**src/rtl/bpu_pkg.sv**
```systemverilog
// Shared types and the PHT index function for the branch predictor.
package bpu_pkg;

  localparam int BPU_PHT_WIDTH = 6;
  localparam int BPU_PC_WIDTH  = 32;

  typedef struct packed {
    logic [BPU_PHT_WIDTH-1:0] addr;
    logic                     taken;
  } pht_upd_t;

  // Word-aligned PC bits folded with history; bimodal callers pass h = 0.
  function automatic logic [BPU_PHT_WIDTH-1:0] bpu_pht_index(
    input logic [BPU_PC_WIDTH-1:0]  pc,
    input logic [BPU_PHT_WIDTH-1:0] h
  );
    return pc[BPU_PHT_WIDTH+1:2] ^ h;
  endfunction

endpackage

```
**src/rtl/bpu_upd_fifo.sv**
```systemverilog
// Synchronous FIFO with wrap-bit pointers; head is combinational, 1-cycle push-to-visible.
// Push is dropped when full, pop when empty; no same-cycle bypass.
module bpu_upd_fifo #(
  parameter int WIDTH = 8,
  parameter int DEPTH = 4
) (
  input  logic             clk,
  input  logic             rst,
  input  logic             push,
  input  logic [WIDTH-1:0] data,
  input  logic             pop,
  output logic [WIDTH-1:0] head,
  output logic             full,
  output logic             empty
);

  localparam int AW = $clog2(DEPTH);

  logic [WIDTH-1:0] mem [DEPTH];
  logic [AW:0]      wr_ptr;
  logic [AW:0]      rd_ptr;

  // Same slot index with different wrap bits means the writer lapped the reader.
  assign empty = (wr_ptr == rd_ptr);
  assign full  = (wr_ptr[AW] != rd_ptr[AW]) && (wr_ptr[AW-1:0] == rd_ptr[AW-1:0]);
  assign head  = mem[rd_ptr[AW-1:0]];

  always_ff @(posedge clk or posedge rst) begin
    if (rst) begin
      wr_ptr <= '0;
      rd_ptr <= '0;
      for (int i = 0; i < DEPTH; i++) mem[i] <= '0;
    end else begin
      if (push && !full) begin
        mem[wr_ptr[AW-1:0]] <= data;
        wr_ptr              <= wr_ptr + (AW+1)'(1);
      end
      if (pop && !empty) rd_ptr <= rd_ptr + (AW+1)'(1);
    end
  end

endmodule

```
**src/rtl/bpu_pht_ctrl.sv**
```systemverilog
// PHT controller: GHR, lookup index, queued update drain yielding to same-address lookups.
// Lookup is combinational; updates drain 1 cycle after enqueue at earliest. BPU_GSHARE_EN selects gshare over bimodal.
module bpu_pht_ctrl
  import bpu_pkg::*;
#(
  parameter int PHT_WIDTH   = 6,
  parameter int GHR_WIDTH   = 6,
  parameter int PC_WIDTH    = 32,
  parameter int QUEUE_DEPTH = 4
) (
  input  logic                 clk,
  input  logic                 rst,
  input  logic                 lookup_valid,
  input  logic [PC_WIDTH-1:0]  lookup_pc,
  output logic                 pred_taken,
  output logic [GHR_WIDTH-1:0] pred_ghr,
  output logic [PHT_WIDTH-1:0] pht_lookup_addr,
  input  logic                 pht_pred_taken,
  input  logic                 upd_valid,
  output logic                 upd_ready,
  input  logic [PC_WIDTH-1:0]  upd_pc,
  input  logic [GHR_WIDTH-1:0] upd_ghr,
  input  logic                 upd_taken,
  input  logic                 upd_mispredict,
  output logic                 pht_branch_en,
  output logic [PHT_WIDTH-1:0] pht_update_addr,
  output logic                 pht_taken
);

  logic [PHT_WIDTH-1:0] lookup_hist;
  logic [PHT_WIDTH-1:0] upd_hist;

`ifdef BPU_GSHARE_EN
  logic [GHR_WIDTH-1:0] ghr;
  logic                 accept;

  assign accept = upd_valid && upd_ready;

  // Recovery overrides the speculative shift; that cycle's lookup is discarded.
  always_ff @(posedge clk or posedge rst) begin
    if (rst) begin
      ghr <= '0;
    end else if (accept && upd_mispredict) begin
      ghr <= {upd_ghr[GHR_WIDTH-2:0], upd_taken};
    end else if (lookup_valid) begin
      ghr <= {ghr[GHR_WIDTH-2:0], pht_pred_taken};
    end
  end

  assign pred_ghr    = ghr;
  assign lookup_hist = PHT_WIDTH'(ghr);
  assign upd_hist    = PHT_WIDTH'(upd_ghr);
`else
  logic unused_hist;

  assign unused_hist = ^{upd_ghr, upd_mispredict};
  assign pred_ghr    = '0;
  assign lookup_hist = '0;
  assign upd_hist    = '0;
`endif

  assign pht_lookup_addr = bpu_pht_index(lookup_pc, lookup_hist);
  assign pred_taken      = pht_pred_taken;

  pht_upd_t enq;
  pht_upd_t head;
  logic     full;
  logic     empty;
  logic     conflict;
  logic     drain;

  assign enq.addr  = bpu_pht_index(upd_pc, upd_hist);
  assign enq.taken = upd_taken;

  assign upd_ready = !full;
  assign conflict  = lookup_valid && (head.addr == pht_lookup_addr);
  assign drain     = !empty && !conflict;

  bpu_upd_fifo #(
    .WIDTH ($bits(pht_upd_t)),
    .DEPTH (QUEUE_DEPTH)
  ) u_fifo (
    .clk   (clk),
    .rst   (rst),
    .push  (upd_valid),
    .data  (enq),
    .pop   (drain),
    .head  (head),
    .full  (full),
    .empty (empty)
  );

  assign pht_branch_en   = drain;
  assign pht_update_addr = head.addr;
  assign pht_taken       = head.taken;

endmodule
```
**config.mk**
```make
export PLATFORM = sky130hd
export DESIGN_NAME = bpu_pht_ctrl
export DESIGN_NICKNAME = d
export VERILOG_FILES = /design/src/rtl/bpu_pkg.sv /design/src/rtl/bpu_upd_fifo.sv /design/src/rtl/bpu_pht_ctrl.sv
export SDC_FILE = /design/constraint.sdc
export NUM_CORES = 1
export LEC_CHECK = 0
export ABC_AREA = 1
export CORE_AREA = 2 2 78 80
export CTS_CLUSTER_DIAMETER = 150
export DETAILED_ROUTE_END_ITERATION = 10
export DIE_AREA = 0 0 80 82
export PLACE_DENSITY = 0.75
export SETUP_SLACK_MARGIN = 0.15
export SYNTH_ARGS = -nofsm -noshare
export SYNTH_HDL_FRONTEND = slang
export SYNTH_HIERARCHICAL = 1
export SYNTH_SLANG_ARGS = --single-unit
```
**constraint.sdc**
```tcl
create_clock -name clk -period 1.8 [get_ports clk]
set_clock_uncertainty 0.1 [all_clocks]
set_input_delay 0.36 -clock clk [delete_from_list [all_inputs] [get_ports clk]]
set_output_delay 0.36 -clock clk [all_outputs]
set_load 0.1 [all_outputs]
```
== Word-level counts from Yosys, hierarchy flattened ==
Cells that the tools add are included.

* Memories: 0
* Bits in latches: 0
* Memory bits (read-only): 0
* Memory bits (writable): 0
* Register bits: 34
* Output and inout bits: 22

* Shift-type cells: 0
* Eq/ne operators: 4
* Reductions and logical operators: 9
* Multiplexer cells: 6
* Add/sub/neg operators: 2
* Div/mod/pow operators: 0
* Bitwise logic cells: 2
* Multiply operators: 0
* Order comparisons: 3

{| class="wikitable"
|+ Operator list
! operator !! count
|-
| 28-bit bitwise mux || 1
|-
| 7-bit two-way mux || 3
|-
| 7-bit binary-select mux with 2-bit select || 1
|-
| 7-bit demux with 2-bit select || 1
|-
| 3-bit by 1-bit adder with 3-bit output (second input constant) || 2
|-
| 6-bit equality test || 1
|-
| 3-bit greater-or-equal comparator (second input constant) || 2
|-
| 1-bit logical AND || 6
|-
| 2-bit inverter with 3-bit output || 2
|-
| 3-bit equality test || 1
|-
| 1-bit zero test || 3
|-
| 3-bit by 1-bit less-than comparator with 1-bit output (second input constant) || 1
|-
| 2-bit equality test || 1
|-
| 1-bit inequality test || 1
|}

== Logic depth before layout (Yosys ltp) ==
Gate-level depths: netlist (run 1).

* Depth after elaboration: 9
* Mapped depth: 15
* Gate-level depth less buffers: 13

== Hierarchy ==
Netlist (run 1), hierarchy kept.

{| class="wikitable"
|+ By module, submodules not included
! module !! times used !! cells each !! seq. area each (µm²) !! area each (µm²)
|-
| bpu_upd_fifo || 1 || 216 || 850.8 || 1838.0
|-
| bpu_pht_ctrl || 1 || 46 || 0.0 || 229.0
|}

== Least setup slack after synthesis (run 1) ==
OpenSTA, ideal clock, no wires.

* Path type: reg2reg
* Start point: register u_fifo.rd_ptr[0]
* End point: register u_fifo.rd_ptr[1]
* Arrival time: 4603 ps
* Setup slack: -3023 ps
* Buffers on the path: 2
* Cell stages (with the launch flop): 15
* Setup time: 121 ps
* Period minus slack after synthesis: 4823 ps
* Required time: 1579 ps
* Path through: dfrtp_1 -> buf_6 -> inv_1 -> buf_2 -> o21ai_0 -> o22ai_1 -> inv_1 -> nor2_1 -> nor2_1 -> nand2_1 -> nor2_1 -> nor2_1 -> nand2_1 -> nand2_1 -> nand2_1

* Cells in the longest elaborated chain, start to end: 9
* Elaborated cells on any way between the ends: 12
* Those cells by class: 1 x add/sub; 2 x eq/ne; 3 x mux; 1 x bitwise; 5 x reduce/logical

{| class="wikitable"
|+ RTL lines
! what !! line !! source
|-
| from (decl) || bpu_upd_fifo.sv:21 || <nowiki>logic [AW:0] rd_ptr;</nowiki>
|-
| from (signal assigned) || bpu_upd_fifo.sv:38 || <nowiki>if (pop && !empty) rd_ptr <= rd_ptr + (AW+1)'(1);</nowiki>
|-
| 2-bit inverter with 3-bit output (implied by the code) || bpu_upd_fifo.sv:26 || <nowiki>assign head = mem[rd_ptr[AW-1:0]];</nowiki>
|-
| 7-bit binary-select mux with 2-bit select || bpu_upd_fifo.sv:26 ||
|-
| 7-bit two-way mux (implied by the code) (2 in a row) || bpu_upd_fifo.sv:26 ||
|-
| via pht_update_addr[3] || bpu_pht_ctrl.sv:26 || <nowiki>output logic [PHT_WIDTH-1:0] pht_update_addr,</nowiki>
|-
| 6-bit equality test || bpu_pht_ctrl.sv:76 || <nowiki>assign conflict = lookup_valid && (head.addr == pht_lookup_addr);</nowiki>
|-
| 1-bit logical AND || bpu_pht_ctrl.sv:76 ||
|-
| 1-bit zero test || bpu_pht_ctrl.sv:77 || <nowiki>assign drain = !empty && !conflict;</nowiki>
|-
| 1-bit logical AND || bpu_pht_ctrl.sv:77 ||
|-
| via pht_branch_en || bpu_pht_ctrl.sv:25 || <nowiki>output logic pht_branch_en,</nowiki>
|-
| 1-bit logical AND || bpu_upd_fifo.sv:38 ||
|}

The timed path passes the listed nets, and every way through them passes these cells. The select of a mux whose other input is x is not followed.
A chain may end at the register's enable or synchronous reset.

== Worst setup path in the final report (run 1) ==
* Start point: register u_fifo.rd_ptr[0]
* End point: output port pht_branch_en

* Cells in the longest elaborated chain, start to end: 8
* Elaborated cells on any way between the ends: 10
* Those cells by class: 2 x eq/ne; 3 x mux; 1 x bitwise; 4 x reduce/logical

{| class="wikitable"
|+ RTL lines
! what !! line
|-
| 2-bit inverter with 3-bit output (implied by the code) || bpu_upd_fifo.sv:26
|-
| 7-bit binary-select mux with 2-bit select || bpu_upd_fifo.sv:26
|-
| 7-bit two-way mux (implied by the code) (2 in a row) || bpu_upd_fifo.sv:26
|-
| 6-bit equality test || bpu_pht_ctrl.sv:76
|-
| 1-bit logical AND || bpu_pht_ctrl.sv:76
|-
| 1-bit zero test || bpu_pht_ctrl.sv:77
|-
| 1-bit logical AND (*) || bpu_pht_ctrl.sv:77
|-
| to (decl) || bpu_pht_ctrl.sv:25
|}

Mark *: on every way between the ends. The rest lies on a longest branch, timed or not. The select of a mux whose other input is x is not followed.

==> impl_metrics.csv, run 1 <==
group,metric,value,unit
sta,hold_viol,0,
placement,place_congestion,0.823,
worst_setup_path,cp.arrival,1.97,ns
hold_path,hold_class,"in -> async",
worst_setup_path,cp-start-kind,"flop",
global_route,grt_max_degree,35,
logic_synthesis,synth_area_leaders,"dfrtp_1 (41%), nand2_1 (16%), nand4_1 (8.8%), buf_4 (5.8%), nor2_1 (3.5%)",
logic_synthesis,synth_commonest_cells,"nand2_1 (87), dfrtp_1 (34), nand4_1 (29)",
finish,final_net_count,419,
logic_synthesis,synth_top_flop_cell,"dfrtp_1",
logic_synthesis,synth-seq-cells,34,
cts,cts_max_level,2,
sta,drv_slew,0,
cts,root_buffer,"clkbuf_8",
detailed_routing,drt.antenna.violating_nets,0,
cts,clk_latency,0.29,ns
placement,dp.final_hpwl,3950,um
cts,cts_hold_buf,0,
logic_synthesis,synth_area_leader_cell,"dfrtp_1",
finish,layoutNonFillerInstCount,413,
sta,rsz0062_at_grt,"true",
worst_setup_path,worst_setup_path_end_kind,"output pin",
floorplanning,die_x,80,um
logic_synthesis,avgSynthCellArea,7.89,um2
status,violations,"setup timing",
status,status,"finished, violations left",
placement,place_worst_setup_slack,-0.435,ns
floorplanning,ioPinCount,99,
floorplanning,dieArea,6560,um2
logic_synthesis,yosysMostFrequentCell,"nand2_1",
floorplanning,core,5750,um2
logic_synthesis,async_reset_ff_share,100,%
placement,dp.cells,390,
logic_synthesis,ys_seq_area_share,41.2,%
detailed_routing,wl,6230,um
logic_synthesis,ys_warn_count,6,
cts,clock-sinks,34,
detailed_routing,via_count,2077,
detailed_routing,route.detailed.drc,0,
detailed_routing,first_pass_iters,4,
finish,seqCellArea,853,um2
floorplanning,rows,28,
finish,area.growth.synth_to_final,68.9,%
placement,portBuffers,31,
logic_synthesis,synth_cell_types,25,
floorplanning,die_h,82,um
detailed_routing,drtIter0Drc,206,
finish,multiInputGateArea,1280,um2
sta,finalCritPeriodShare,135,%
cts,cts_inserted_buffers,5,
logic_synthesis,yosysTopAreaCellShare,41.2,%
sta,post-route-min-period,2.43,ns
global_route,antenna_found_initial,0,
logic_synthesis,synth_cells,262,
global_route,grt_overflow,0,
worst_setup_path,path_class,"reg -> out",
global_route,grt_pass1_vias,1949,
sta,setup_viol_count_final,43,
cts,clockBufferDepth,2,
floorplanning,start_util,36.0,%
finish,n_antenna_cell,0,
worst_setup_path,cp_data_required_time,1.34,ns
finish,layout-drive-gt1-share,45.9,%
logic_synthesis,synth_edf_count,0,
sta,fin_ws,-0.635,ns
cts,cts_tree,"done",
global_route,track_usage,19.1,%
detailed_routing,viasPerCell,5.03,
finish,fillers,455,
global_route,grt_first_pass_wirelength,9520,um
logic_synthesis,netlist_area,2070,um2
sta,holdWs,0.364,ns
sta,max_freq,411,MHz
job,drv_cap,0,
worst_setup_path,critPathMaxFanout,6,
detailed_routing,wire_per_inst,15.1,um
cts,clk_pin_slew_worst_paths,0.07,ns
state kept, by name, summed over array words and instances (netlist names):
name           flops
u_fifo/rd_ptr      3
u_fifo/mem        28
u_fifo/wr_ptr      3
cells in the final DEF (no fill, tap or decap), drive strengths merged:
cell type,netlist,final
nand3b,1,1
clkdlybuf4s50,0,13
nor2,19,19
ha,5,5
buf,27,73
o21ai,14,14
a21oi,1,1
conb,1,6
inv,20,21
dfrtp,34,34
nand3,11,11
nand4,29,29
clkbuf,1,9
xnor2,2,2
o22ai,7,7
nand2,89,89
dlygate4sd2,0,1
dlymetal6s2s,0,2
xor2,1,1
timing repair:
| action | CTS | global route |
|---|---|---|
| endpoints found under the setup margin | 42 | 46 |
| gates resized for setup | 66 | 37 |
| buffers inserted | 8 | 5 |
| pin swaps | 14 | 16 |
| gates cloned | 1 | 1 |
| hold endpoints to repair | 0 | 0 |
per-stage QoR:
| stage | utilization, % | setup TNS (ns) | area, um2 |
|---|---|---|---|
| final | 60.8 | -11.35 | 3490 |
| after global routing | 60.8 | -14.10 | 3490 |
| after CTS | 57.6 | -3.67 | 3310 |
| after detailed placement | 51.2 | -1.44 | 2940 |
| after global placement | 51.2 | -1.07 | 2940 |
| after floorplan | - | -3.74 | 2260 |
layout make-up:
| type | count | area share [%] |
|---|---|---|
| timing repair inverter | 1 | 0.323 |
| clock buffer | 8 | 3.15 |
| sequential | 34 | 24.4 |
| tap | 75 | 2.69 |
| timing repair buffer | 90 | 30.1 |
| inverter | 20 | 2.58 |
| multi-input combinational | 185 | 36.7 |
worst paths after layout:
path / from / to / slack (ns) / cells past startpoint
hold / removal: rst / u_fifo/wr_ptr[0]$_DFFE_PP0P_ / 0.36 / 3
setup / recovery: u_fifo/rd_ptr[0]$_DFFE_PP0P_ / pht_branch_en / -0.63 / 9
hold reg to reg: u_fifo/mem[7]$_DFFE_PP0P_ / u_fifo/mem[7]$_DFFE_PP0P_ / 0.39 / 2
min in group clk: u_fifo/mem[7]$_DFFE_PP0P_ / u_fifo/mem[7]$_DFFE_PP0P_ / 0.39 / 2
max in group asynchronous: rst / u_fifo/rd_ptr[1]$_DFFE_PP0P_ / 0.89 / 3
setup reg to reg: u_fifo/rd_ptr[0]$_DFFE_PP0P_ / u_fifo/mem[26]$_DFFE_PP0P_ / -0.33 / 11
cell families (layout without fill, tap and decap cells):
| kind of cell | count (synthesis) | in the layout | synth area share [%] |
|---|---|---|---|
| compound gates | 22 | 22 | 5.75 |
| other cells | 1 | 6 | 0.181 |
| buf+inv | 48 | 119 | 14.1 |
| fa+ha+maj | 5 | 5 | 3.03 |
| simple gates | 149 | 149 | 33.6 |
| flops | 34 | 34 | 41.2 |
| xor+xnor | 3 | 3 | 2.18 |
routing by layer:
layer	routed length, um	global-route usage (%)
met1	2410	22.2
met4	148	6.95
met2	3240	34.8
met5	0	0
met3	433	3.63
critical path: stages, from the launching register on:
cell,delay (ns)
dfrtp_2,0.50
buf_6,0.16
o21ai_1,0.07
buf_4,0.16
o22ai_4,0.18
xnor2_2,0.14
nand3_2,0.10
nor2_4,0.15
nor2_4,0.05
buf_12,0.16
Power of run 1 is left out: the tool's default activity adds up to more than one toggle a clock period on the data nets, which glitch-free logic cannot reach.
==> run 2: changes to the inputs <==
Settings changed: PLACE_DENSITY 0.75 to 0.83.
==> run 2 against run 1 <==
Against the previous run:
- the run still ends with setup timing left
- flip-flop and latch count stayed put
- first-iteration DRC count is 44% lower
- global-route usage is 0.24 points lower
- critical path depth stayed put
- register-to-register slack hardly changed
- routed wire length is 6.1% lower
- worst setup slack better by 0.027 ns
- worst hold slack better by 0.011 ns
- cell area is 1.0% lower
- cell count is 2.2% higher
- highest routed layer unchanged
==> impl_metrics.csv, run 2 (synthesis results as in run 1) <==
group,metric,value,unit
finish,top_register,"u_fifo/mem",
status,status,"finished, violations left",
finish,top_regs,"u_fifo/mem x28, u_fifo/rd_ptr x3, u_fifo/wr_ptr x3",
worst_setup_path,cp.arrival,1.95,ns
placement,dp.final_hpwl,4040,um
cts,clock-sinks,34,
worst_setup_path,worstReg2RegEnd,"u_fifo/mem[16]$_DFFE_PP0P_",
sta,post-route-min-period,2.41,ns
placement,place_congestion,0.839,
floorplanning,core,5750,um2
worst_setup_path,reg2reg_slack,-0.32,ns
sta,drv_slew,0,
worst_setup_path,worstRegToRegCells,12,
detailed_routing,route.detailed.drc,0,
cts,clockBufferDepth,2,
sta,finalCritPeriodShare,134,%
status,violations,"setup timing",
detailed_routing,via_count,2067,
global_route,antenna_found_initial,0,
global_route,track_usage,18.8,%
cts,clk_pin_slew_worst_paths,0.06,ns
cts,clk_latency,0.28,ns
worst_setup_path,cp-start-kind,"flop",
global_route,grt_overflow,0,
sta,rsz0062_at_grt,"true",
cts,cts_tree,"done",
floorplanning,rows,28,
cts,root_buffer,"clkbuf_8",
sta,setup_viol_count_final,43,
floorplanning,dieArea,6560,um2
finish,n_antenna_cell,0,
floorplanning,ioPinCount,99,
global_route,grt_first_pass_wirelength,9620,um
detailed_routing,drt.antenna.violating_nets,0,
finish,layout_commonest_cell,"nand2_1",
sta,max_freq,415,MHz
detailed_routing,drtIter0Drc,116,
worst_setup_path,r2r_start,"u_fifo/rd_ptr[0]$_DFFE_PP0P_",
finish,layout-drive-gt1-share,44.4,%
finish,fin_util,60.1,%
sta,fin_ws,-0.607,ns
detailed_routing,wire_per_inst,13.9,um
detailed_routing,wl,5850,um
floorplanning,die_h,82,um
detailed_routing,topRoutingLayerUsed,"met4",
floorplanning,start_util,36.0,%
detailed_routing,wl_met1,2360,um
worst_setup_path,worst_setup_path_end_kind,"output pin",
detailed_routing,viasPerCell,4.90,
finish,area.growth.synth_to_final,67.2,%
detailed_routing,wl_met3,328,um
worst_setup_path,critPathMaxFanout,7,
finish,final_net_count,430,
global_route,grt_max_degree,37,
cts,cts_inserted_buffers,5,
worst_setup_path,path_class,"reg -> out",
finish,largest_reg_flops,28,
floorplanning,die_x,80,um
placement,portBuffers,31,
global_route,grt_pass1_vias,2002,
cts,cts_max_level,2,
hold_path,hold_class,"in -> async",
finish,layout_common_cells,"nand2_1 (71), buf_4 (51), dfrtp_1 (32)",
worst_setup_path,cp_data_required_time,1.34,ns
job,drv_cap,0,
detailed_routing,first_pass_iters,4,
detailed_routing,wl_met2,3020,um
sta,hold_viol,0,
cts,cts_hold_buf,0,
==> run 2: critical path: stages, from the launching register on <==
cell	delay, ns
dfrtp_2	0.48
buf_6	0.15
buf_6	0.10
buf_6	0.11
buf_8	0.13
xnor2_4	0.13
nand3b_1	0.15
inv_1	0.09
nor2_4	0.14
buf_12	0.18
==> run 2: area by class of cell <==
| cell class | count | area (um2) |
|---|---|---|
| Inverter | 20 | 87.6 |
| Fill cell | 484 | 2290 |
| Sequential cell | 34 | 853 |
| Tap cell | 75 | 93.8 |
| Clock buffer | 6 | 82.6 |
| Timing Repair inverter | 1 | 7.51 |
| Multi-Input combinational cell | 185 | 1220 |
| Timing Repair Buffer | 101 | 1110 |
==> run 2: per-stage QoR <==
step	std cells	hold WS [ns]	setup WS (ns)	TNS [ns]	instance area [um2]
after global routing	422	0.422	-0.737	-14.89	3460
final	422	0.375	-0.607	-11.90	3460
after CTS	413	0.380	-0.583	-3.17	3260
after global placement	398	0.351	-0.330	-1.28	2990
after floorplan	267	0.337	-0.896	-3.74	2260
after detailed placement	398	0.357	-0.372	-3.05	2990
==> run 2: worst max path at each step <==
stage / startpoint / endpoint / slack [ns] / cells after the start
after global placement: lookup_pc[7] / pht_branch_en / -0.33 / 9
after floorplan: u_fifo/rd_ptr[0]$_DFFE_PP0P_ / pht_branch_en / -0.90 / 11
after detailed placement: u_fifo/rd_ptr[0]$_DFFE_PP0P_ / pht_branch_en / -0.37 / 10
after global routing: u_fifo/rd_ptr[0]$_DFFE_PP0P_ / pht_branch_en / -0.74 / 11
after CTS: u_fifo/rd_ptr[0]$_DFFE_PP0P_ / pht_branch_en / -0.58 / 10
final: u_fifo/rd_ptr[0]$_DFFE_PP0P_ / pht_branch_en / -0.61 / 9
==> run 2: what timing repair did <==
item,in CTS,in global routing
setup buffers,7,8
setup endpoints to repair,43,45
gates cloned,2,1
endpoints found under the hold margin,0,0
gates resized for setup,41,32
pin swaps,26,15
==> run 2: routing by layer <==
layer,up-vias,global-route usage (%)
li1,1013,-
met5,-,0
met4,0,6.95
met3,16,3.41
met1,971,24.0
met2,67,32.0
Power of run 2 is left out for the same reason.
==> run 3: changes to the inputs <==
Settings changed: PLACE_DENSITY 0.83 to 0.72, TNS_END_PERCENT set to 5.
Clock period 1.8 ns to 2.2 ns, I/O delays scaled along.
==> run 3 against run 2 <==
Against the previous run:
- the run still ends with setup timing left
- flip-flop and latch count is the same
- via count shrank 4.7%
- global-route usage shrank 1.1 points
- worst hold slack lost 0.0054 ns
- cell area shrank 9.6%
- non-clock buffer count shrank 24
- first-iteration DRC count grew 78%
- largest cell class unchanged
==> impl_metrics.csv, run 3 (synthesis results as in run 1) <==
group,metric,value,unit
status,status,"finished, violations left",
status,violations,"setup timing",
hold_path,min_to,"u_fifo/mem[7]$_DFFE_PP0P_",
hold_path,hold_depth,2,
cts,clock-sinks,34,
cts,clk_pin_slew_worst_paths,0.07,ns
detailed_routing,wl,5360,um
cts,clockBufferDepth,2,
worst_setup_path,crit_family,"simple AND/OR/NAND/NOR gates",
finish,largest_reg_flops,28,
job,drv_cap,0,
detailed_routing,wl_met1,2170,um
global_route,track_usage,17.7,%
worst_setup_path,cpMaxStageDelayCell,"dfrtp_2",
cts,root_buffer,"clkbuf_8",
worst_setup_path,worstRegToRegCells,16,
sta,post-route-min-period,2.48,ns
cts,clk_latency,0.28,ns
finish,multiInputGateArea,1170,um2
finish,fin_util,54.4,%
hold_path,hold_class,"reg -> reg",
cts,cts_inserted_buffers,5,
sta,max_slew.worst_pin.slew,0.579,ns
worst_setup_path,r2r_start,"u_fifo/rd_ptr[1]$_DFFE_PP0P_",
worst_setup_path,critical_path.max_stage_delay,0.48,ns
finish,layout_common_cells,"nand2_1 (83), buf_4 (37), dfrtp_1 (32)",
placement,place_congestion,0.848,
sta,finalCritPeriodShare,113,%
floorplanning,die_h,82,um
finish,fillers,529,
floorplanning,rows,28,
global_route,antenna_found_initial,0,
finish,top_regs,"u_fifo/mem x28, u_fifo/rd_ptr x3, u_fifo/wr_ptr x3",
global_route,grt_max_degree,35,
detailed_routing,drt.antenna.violating_nets,0,
global_route,grt_first_pass_wirelength,8960,um
worst_setup_path,worst_setup_path_end_kind,"output pin",
sta,rsz0062_at_grt,"true",
worst_setup_path,cp_data_required_time,1.66,ns
floorplanning,dieArea,6560,um2
worst_setup_path,path_class,"reg -> out",
worst_setup_path,worst-path-buf-inv,4,
finish,layout_commonest_cell,"nand2_1",
floorplanning,start_util,36.0,%
sta,max_freq,403,MHz
sta,relSlewSlack,61.3,%
sta,drv_slew,0,
placement,dp.final_hpwl,3690,um
detailed_routing,first_pass_iters,4,
cts,cts_max_level,2,
worst_setup_path,critPathMaxFanout,8,
floorplanning,core,5750,um2
cts,cts_hold_buf,0,
sta,setup_viol_count_final,2,
finish,final_net_count,405,
detailed_routing,wl_met2,2800,um
detailed_routing,drtIter0Drc,206,
detailed_routing,wl_met3,310,um
finish,area.growth.synth_to_final,51.2,%
floorplanning,ioPinCount,99,
worst_setup_path,reg2reg_slack,0.10,ns
detailed_routing,wire_per_inst,13.5,um
sta,fin_tns_setup,-0.460,ns
detailed_routing,viasPerCell,4.95,
finish,seqCellArea,853,um2
finish,top_register,"u_fifo/mem",
finish,n_antenna_cell,0,
sta,hold_viol,0,
floorplanning,die_x,80,um
placement,portBuffers,31,
hold_path,min_from,"u_fifo/mem[7]$_DFFE_PP0P_",
worst_setup_path,worstReg2RegEnd,"u_fifo/rd_ptr[1]$_DFFE_PP0P_",
worst_setup_path,worstPathCellList,"inv_4, o21ai_1, buf_4, o22ai_4, inv_1, nand2_1, nand2_1, nor2_1, nand2_1, nor2_4, nor2_4, buf_12",
worst_setup_path,cp.arrival,1.94,ns
detailed_routing,via_count,1969,
cts,cts_tree,"done",
finish,layout-drive-gt1-share,35.3,%
global_route,grt_overflow,0,
worst_setup_path,crit_top_cell,"nand2_1",
detailed_routing,route.detailed.drc,0,
worst_setup_path,cp-start-kind,"flop",
sta,fin_ws,-0.283,ns
detailed_routing,topRoutingLayerUsed,"met4",
global_route,grt_pass1_vias,1923,
==> run 3: final cells by class <==
cell class,instances,area share [%]
well taps,75,3.00
clock buffers,5,2.20
flip-flops and latches,34,27.3
clock inverters,2,0.320
repair buffers,77,27.1
inverters,20,2.64
multi-input cells,185,37.4
==> run 3: worst max-delay path by stage <==
stage,cells after the start,slack (ns),startpoint,end
after global routing,12,-0.38,u_fifo/rd_ptr[0]$_DFFE_PP0P_,pht_branch_en
after CTS,10,-0.30,u_fifo/rd_ptr[0]$_DFFE_PP0P_,pht_branch_en
after floorplan,11,-0.57,u_fifo/rd_ptr[0]$_DFFE_PP0P_,pht_branch_en
after global placement,10,-0.24,u_fifo/rd_ptr[0]$_DFFE_PP0P_,pht_branch_en
final,12,-0.28,u_fifo/rd_ptr[1]$_DFFE_PP0P_,pht_branch_en
after detailed placement,10,-0.25,u_fifo/rd_ptr[0]$_DFFE_PP0P_,pht_branch_en
==> run 3: metrics by stage <==
step / instances / hold WS, ns / setup slack (ns) / area [um2]
after floorplan: 267 / 0.337 / -0.568 / 2230
after global placement: 383 / 0.349 / -0.244 / 2850
after detailed placement: 383 / 0.353 / -0.249 / 2850
after CTS: 392 / 0.369 / -0.299 / 3010
after global routing: 398 / 0.383 / -0.385 / 3130
final: 398 / 0.370 / -0.283 / 3130
==> run 3: worst register-to-register path, stage by stage, from the launching register on <==
cell	delay, ns
dfrtp_2	0.48
inv_4	0.13
o21ai_1	0.07
buf_4	0.14
o22ai_4	0.13
inv_1	0.06
nand2_1	0.05
nand2_1	0.05
nor2_1	0.08
nand2_1	0.09
nor2_4	0.16
nor2_4	0.06
buf_4	0.13
buf_4	0.14
nand2_2	0.08
nand2_1	0.05
nand2_1	0.05
==> run 3: layer usage <==
metal  track usage [%]  vias up
met1              22.1      930
met4              6.61        0
li1                  -      963
met2              30.4       66
met5                 0        -
met3              3.41       10
==> run 3: timing repair <==
action / in CTS / in global routing
endpoints found under the setup margin: 12 / 32
pin swaps: 6 / 7
resized for setup: 26 / 23
buffers inserted: 2 / 6
Power of run 3 is left out for the same reason.
